## src/rtl/block_pixel_streamer.sv

```systemverilog
// block_pixel_streamer: buffers whole 8x8 colour blocks and drains them as a backpressured raster pixel stream.
// Optional FRAME_LAST_EN adds frame_blocks/frame_last/blocks_out for end-of-frame marking.
module block_pixel_streamer #(
  parameter int PIX_W    = 8,
  parameter int CHANNELS = 3,
  parameter int DEPTH    = 2
) (
  input  logic                         clk,
  input  logic                         rst,
  input  logic [CHANNELS*64*PIX_W-1:0] blk_in,
  input  logic                         valid_in,
  output logic                         full,
  output logic                         overflow,
  output logic [CHANNELS*PIX_W-1:0]    pix_out,
  output logic                         pix_valid,
  input  logic                         pix_ready,
  output logic [2:0]                   pix_row,
  output logic [2:0]                   pix_col,
  output logic                         pix_last
`ifdef FRAME_LAST_EN
  ,
  input  logic [15:0]                  frame_blocks,
  output logic                         frame_last,
  output logic [15:0]                  blocks_out
`endif
);
  localparam int BW = CHANNELS*64*PIX_W;
  localparam int PW = DEPTH > 1 ? $clog2(DEPTH) : 1;
  localparam int CW = $clog2(DEPTH+1);
  logic [BW-1:0] mem_q [DEPTH];
  logic [BW-1:0] cur;
  logic [PW-1:0] wr_q, wr_d, rd_q, rd_d;
  logic [CW-1:0] cnt_q, cnt_d;
  logic [2:0]    row_q, row_d, col_q, col_d;
  logic          ovf_q, ovf_d, wr, take, ret;
  assign full      = cnt_q == CW'(DEPTH);
  assign pix_valid = cnt_q != '0;
  assign overflow  = ovf_q;
  assign pix_row   = row_q;
  assign pix_col   = col_q;
  assign pix_last  = pix_valid & (row_q == 3'd7) & (col_q == 3'd7);
  assign cur       = mem_q[rd_q];
  genvar c;
  for (c = 0; c < CHANNELS; c++) begin : g_ch
    assign pix_out[c*PIX_W +: PIX_W] = pix_valid ? cur[(c*64 + int'({row_q, col_q}))*PIX_W +: PIX_W] : '0;
  end
  always_comb begin
    wr    = valid_in & ~full;
    take  = pix_valid & pix_ready;
    ret   = take & pix_last;
    // a power-of-two DEPTH lets pointers wrap naturally; DEPTH==1 pins them at 0
    wr_d  = wr  ? wr_q + PW'(DEPTH > 1) : wr_q;
    rd_d  = ret ? rd_q + PW'(DEPTH > 1) : rd_q;
    cnt_d = cnt_q + CW'(wr) - CW'(ret);
    col_d = take ? col_q + 3'd1 : col_q;
    row_d = (take & (col_q == 3'd7)) ? row_q + 3'd1 : row_q;
    ovf_d = ovf_q | (valid_in & full);
  end
  always_ff @(posedge clk) begin
    if (wr) mem_q[wr_q] <= blk_in;
  end
  always_ff @(posedge clk) begin
    if (rst) begin
      wr_q  <= '0;
      rd_q  <= '0;
      cnt_q <= '0;
      row_q <= '0;
      col_q <= '0;
      ovf_q <= 1'b0;
    end else begin
      wr_q  <= wr_d;
      rd_q  <= rd_d;
      cnt_q <= cnt_d;
      row_q <= row_d;
      col_q <= col_d;
      ovf_q <= ovf_d;
    end
  end
`ifdef FRAME_LAST_EN
  logic [15:0] bo_q;
  assign blocks_out = bo_q;
  assign frame_last = pix_last & (frame_blocks != 16'd0) & (bo_q == frame_blocks - 16'd1);
  always_ff @(posedge clk) begin
    if (rst) bo_q <= '0;
    else if (ret) bo_q <= frame_last ? 16'd0 : bo_q + 16'd1;
  end
`endif
endmodule

```

## config.mk

```make
export PLATFORM = sky130hd
export DESIGN_NAME = block_pixel_streamer
export DESIGN_NICKNAME = d
export VERILOG_FILES = /design/src/rtl/block_pixel_streamer.sv
export SDC_FILE = /design/constraint.sdc
export NUM_CORES = 2
export LEC_CHECK = 0
export BUFFER_PORTS_ARGS = -buffer_cell sky130_fd_sc_hd__buf_2
export CORE_AREA = 3 3 607 609
export CTS_CLUSTER_DIAMETER = 100
export DETAILED_ROUTE_END_ITERATION = 10
export DIE_AREA = 0 0 610 612
export HOLD_SLACK_MARGIN = 0.05
export PLACE_DENSITY = 0.59
export SYNTH_ARGS = -nofsm -noshare
export SYNTH_HDL_FRONTEND = slang
export SYNTH_SLANG_ARGS = --single-unit
```

## constraint.sdc

```tcl
create_clock -name clk -period 181.8 [get_ports clk]
set_clock_uncertainty 0.2 [all_clocks]
set_input_delay 36.36 -clock clk [delete_from_list [all_inputs] [get_ports clk]]
set_output_delay 36.36 -clock clk [all_outputs]
set_load 0.01 [all_outputs]
```

==> impl_results.rst <==
.. list-table::
   :header-rows: 1

   * - Metric
     - Value
   * - Outcome
     - finished, final reports clean
   * - Total negative setup slack
     - 0 ns
   * - Final critical-path required period
     - 44.74 ns
   * - CTS buffer count
     - 335
   * - Post-place instance area
     - 132,000 µm²
   * - Height of the chip
     - 612 µm
   * - Worst hold path type
     - reg2reg
   * - Proportion of register bits with asynchronous set or reset after synthesis
     - 0
   * - I/O pin count
     - 1,574
   * - Fraction of the yosys area taken by sequential cells
     - 0.788
   * - Detailed placer's ending HPWL
     - 315,000 µm
   * - Number of enable flip-flop cells after synthesis
     - 3,072
   * - Transition time of the tightest slew-check pin
     - 1.28 ns
   * - Endpoint with the worst hold slack
     - overflow
   * - Buffers on Ports
     - 1,573
   * - Syn Inst Count
     - 5,518
   * - GR Util All Layers
     - 0.219
   * - Initial drt markers
     - 7,260
   * - DRC violations left
     - 0
   * - Area of all sequential standard cells
     - 92,500 µm²
   * - Number of global-route vias before repair
     - 66,300
   * - Final count of pins violating max slew
     - 0
   * - Clock sink total
     - 3,084
   * - Number of warnings reported in the yosys synthesis log
     - 0
   * - Max-cap viol count
     - 0
   * - CTS H-Tree Depth
     - 5
   * - Number of hold-repair buffers added at the cts stage
     - 0
   * - Final weighted congestion in routability-driven placement
     - 0.865
   * - Min-delay src
     - overflow
   * - First-pass GRT wire length
     - 558,000 µm
   * - CTS clock-pin slew for the worst setup and hold paths
     - 0.06 ns
   * - Die Footprint
     - 373,000 µm²
   * - DR vias
     - 65,600
   * - Final wirelength
     - 423,000 µm
   * - Headroom to the max-slew limit
     - 0.143
   * - Total power draw
     - 1.67 mW
   * - Average wire length per cell after detail routing
     - 33.7 µm
   * - Count of cells resized by post-cts repair
     - 0
   * - Max Fclk
     - 22.3 MHz
   * - Clock tree from TritonCTS
     - yes
   * - Post-route cell area
     - 143,000 µm²
   * - GR Overflow Total
     - 0
   * - Required time of the critical path
     - 145.24 ns
   * - Antenna Violating Nets Remaining
     - 0
   * - Ratio of cells with drive above 1 in the final layout
     - 0.381
   * - Die W
     - 610 µm
   * - Leak Pwr
     - 47.1 nW
   * - Count of cells along the worst hold path
     - 2
   * - Synthesis-to-finish area growth
     - 21.8%
   * - Setup repair after global routing missed its margin
     - false
   * - Post-CTS setup buffer count
     - 0
   * - Worst reg-to-reg path cell count
     - 7
   * - Seq cells post-synth
     - 3,084
   * - Number of hold-slack violations in the final timing report
     - 0
   * - Arrival time at the worst endpoint
     - 8.18 ns
   * - Post-route clock period utilization
     - 0.246
   * - Post-synth top flop
     - sky130_fd_sc_hd__edfxtp_1
   * - Number of filler cells placed in the layout
     - 32,700
   * - Count of different cell masters after synthesis
     - 40
   * - Startpoint kind of the worst setup timing path
     - flip-flop
   * - Number of nets in the finished design
     - 8,861
   * - Reg2Reg Setup Slack
     - 175.39 ns
   * - DR vias/cell
     - 5.22
   * - Maximum number of pins on one net before global-route repair
     - 170
   * - Net count of the mapped netlist
     - 7,064
   * - Worst Setup Path Type
     - reg2out
   * - Root buf cell
     - sky130_fd_sc_hd__clkbuf_16
   * - Total of endpoints with negative setup slack in the final report
     - 0
   * - Number of cells after detailed placement
     - 11,800
   * - Drt first pass iters
     - 6
   * - Crit. End Element
     - output port
   * - Site Rows
     - 221
   * - R2R Path Start
     - cnt_q[0]
   * - Initial Util
     - 0.324
   * - Mean area per synthesized cell
     - 21.3 µm²
   * - Count of non-filler cells in the finished layout
     - 12,600
   * - Post-synthesis instance area
     - 117,000 µm²
   * - Peak VDD IR
     - 0.00000789 V
   * - Longest Clk Path Bufs
     - 4
   * - Crit path max fanout
     - 55
   * - Combined area of the multi-input logic cells
     - 24,000 µm²
   * - Crit Reg-Reg Endpoint
     - mem_q[1][690]
   * - Core area
     - 363,000 µm²
   * - Initial antenna violation count
     - 508
   * - Clock network latency to the later pin of the worst-skew pair
     - 0.94 ns
   * - Cell area power density
     - 11.6 nW/µm²
==> worst max-delay path by stage <==
stage | to | slack [ns] | cells after the start | start
finish | pix_out[1] | 137.06 | 12 | flip-flop
global route | pix_out[20] | 136.56 | 12 | flip-flop
CTS | pix_out[0] | 136.52 | 12 | flip-flop
detailed placement | pix_out[0] | 137.60 | 12 | flip-flop
global placement | pix_out[0] | 137.61 | 12 | flip-flop
floorplan | mem_q[0][0] | 78.21 | 2 | valid_in
==> cell families after synthesis <==
family,after synthesis,share of synthesized area
flops,3084,0.788
xor+xnor,6,0.000448
fa+ha+maj,6,0.000639
buf+inv,311,0.0126
compound gates,578,0.0338
simple gates,425,0.0160
mux,1108,0.149
==> Yosys cell counts, types with 3 or more instances <==
master                      instances  share of area
sky130_fd_sc_hd__nor3_1            28         0.0012
sky130_fd_sc_hd__a22oi_1          147         0.0094
sky130_fd_sc_hd__nand2b_1           5        0.00027
sky130_fd_sc_hd__mux4_2           504          0.097
sky130_fd_sc_hd__inv_1              4        0.00013
sky130_fd_sc_hd__dfxtp_1           12         0.0020
sky130_fd_sc_hd__nand4bb_1          3        0.00029
sky130_fd_sc_hd__buf_4             17         0.0011
sky130_fd_sc_hd__clkbuf_1         119         0.0038
sky130_fd_sc_hd__ha_1               6        0.00064
sky130_fd_sc_hd__buf_2            134         0.0057
sky130_fd_sc_hd__nand3_1           50         0.0021
sky130_fd_sc_hd__o22ai_1          144         0.0077
sky130_fd_sc_hd__xor2_1             3        0.00022
sky130_fd_sc_hd__nor2_1            41         0.0013
sky130_fd_sc_hd__o21ai_0           24         0.0010
sky130_fd_sc_hd__o2111ai_1         24         0.0018
sky130_fd_sc_hd__or3_1              3        0.00016
sky130_fd_sc_hd__nor3_2             4        0.00034
sky130_fd_sc_hd__buf_1             26        0.00083
sky130_fd_sc_hd__a2111oi_0         23         0.0017
sky130_fd_sc_hd__a221oi_1          47         0.0035
sky130_fd_sc_hd__nor2b_1            3        0.00016
sky130_fd_sc_hd__edfxtp_1        3072           0.79
sky130_fd_sc_hd__a21oi_1          121         0.0052
sky130_fd_sc_hd__nand2_1          247         0.0079
sky130_fd_sc_hd__a22o_1            46         0.0034
sky130_fd_sc_hd__xnor2_1            3        0.00022
sky130_fd_sc_hd__nand4b_1           3        0.00022
sky130_fd_sc_hd__nor4_1            31         0.0017
sky130_fd_sc_hd__buf_6             11         0.0011
sky130_fd_sc_hd__mux2i_1          532          0.045
sky130_fd_sc_hd__mux2_2            72         0.0069
==> sequential cells by signal (all words and copies together) (netlist names), named ones only <==
register,count
wr_q,1
cnt_q,2
overflow,1
pix_row,3
mem_q,3072
rd_q,1
pix_col,3
==> layout make-up <==
cell class,instances,area share
repair buffers,1767,0.0663
well taps,4794,0.0419
multi-input cells,2123,0.168
inverters,4,0.000122
clock buffers,408,0.0608
clock inverters,192,0.0136
flip-flops and latches,3084,0.646
diodes,182,0.00318
==> cells in the final DEF (no fill, tap or decap), drive strengths merged, types with 24 or more instances in the layout <==
master	netlist	layout
diode	0	182
a221oi	47	47
o2111ai	24	24
nor4	31	31
nor3	32	32
mux2	72	72
mux4	504	504
a22o	46	46
o22ai	144	144
clkbuf	119	408
o21ai	25	25
a21oi	121	121
nand3	50	50
a22oi	147	147
nand2	247	247
mux2i	532	532
buf	188	1767
nor2	41	41
clkinv	0	143
edfxtp	3072	3072
==> layer usage <==
metal / global-route usage / share of wire
met5: 0 / 0.0028
met4: 0.0956 / 0.046
met2: 0.386 / 0.52
met1: 0.252 / 0.35
met3: 0.0542 / 0.079
==> critical path, stage by stage, from the launching register on <==
cell and delay [ns]:
sky130_fd_sc_hd__dfxtp_4 0.94, sky130_fd_sc_hd__buf_4 0.78, sky130_fd_sc_hd__buf_4 0.86, sky130_fd_sc_hd__buf_4 0.65
sky130_fd_sc_hd__buf_4 0.81, sky130_fd_sc_hd__mux2i_1 0.30, sky130_fd_sc_hd__o22ai_1 0.14, sky130_fd_sc_hd__nor4_4 0.72
sky130_fd_sc_hd__o21ai_0 0.21, sky130_fd_sc_hd__a221oi_2 0.46, sky130_fd_sc_hd__buf_4 0.21, sky130_fd_sc_hd__o2111ai_1 0.53
sky130_fd_sc_hd__buf_2 0.41
==> per-stage QoR <==
stage | setup WS [ns] | hold WS [ns] | util
floorplan | 78.21 | 0.281 | -
global placement | 137.61 | 0.251 | 0.364
detailed placement | 137.60 | 0.259 | 0.364
CTS | 136.52 | 0.287 | 0.393
global route | 136.56 | 0.308 | 0.394
finish | 137.06 | 0.281 | 0.394
==> report_power, final <==
part / internal (mW) / switching, mW / total [mW]
logic: 0.0472 / 0.0931 / 0.140
registers: 0.850 / 0.0125 / 0.863
clock network: 0.377 / 0.287 / 0.664
Power figures use the tool's default switching activity.
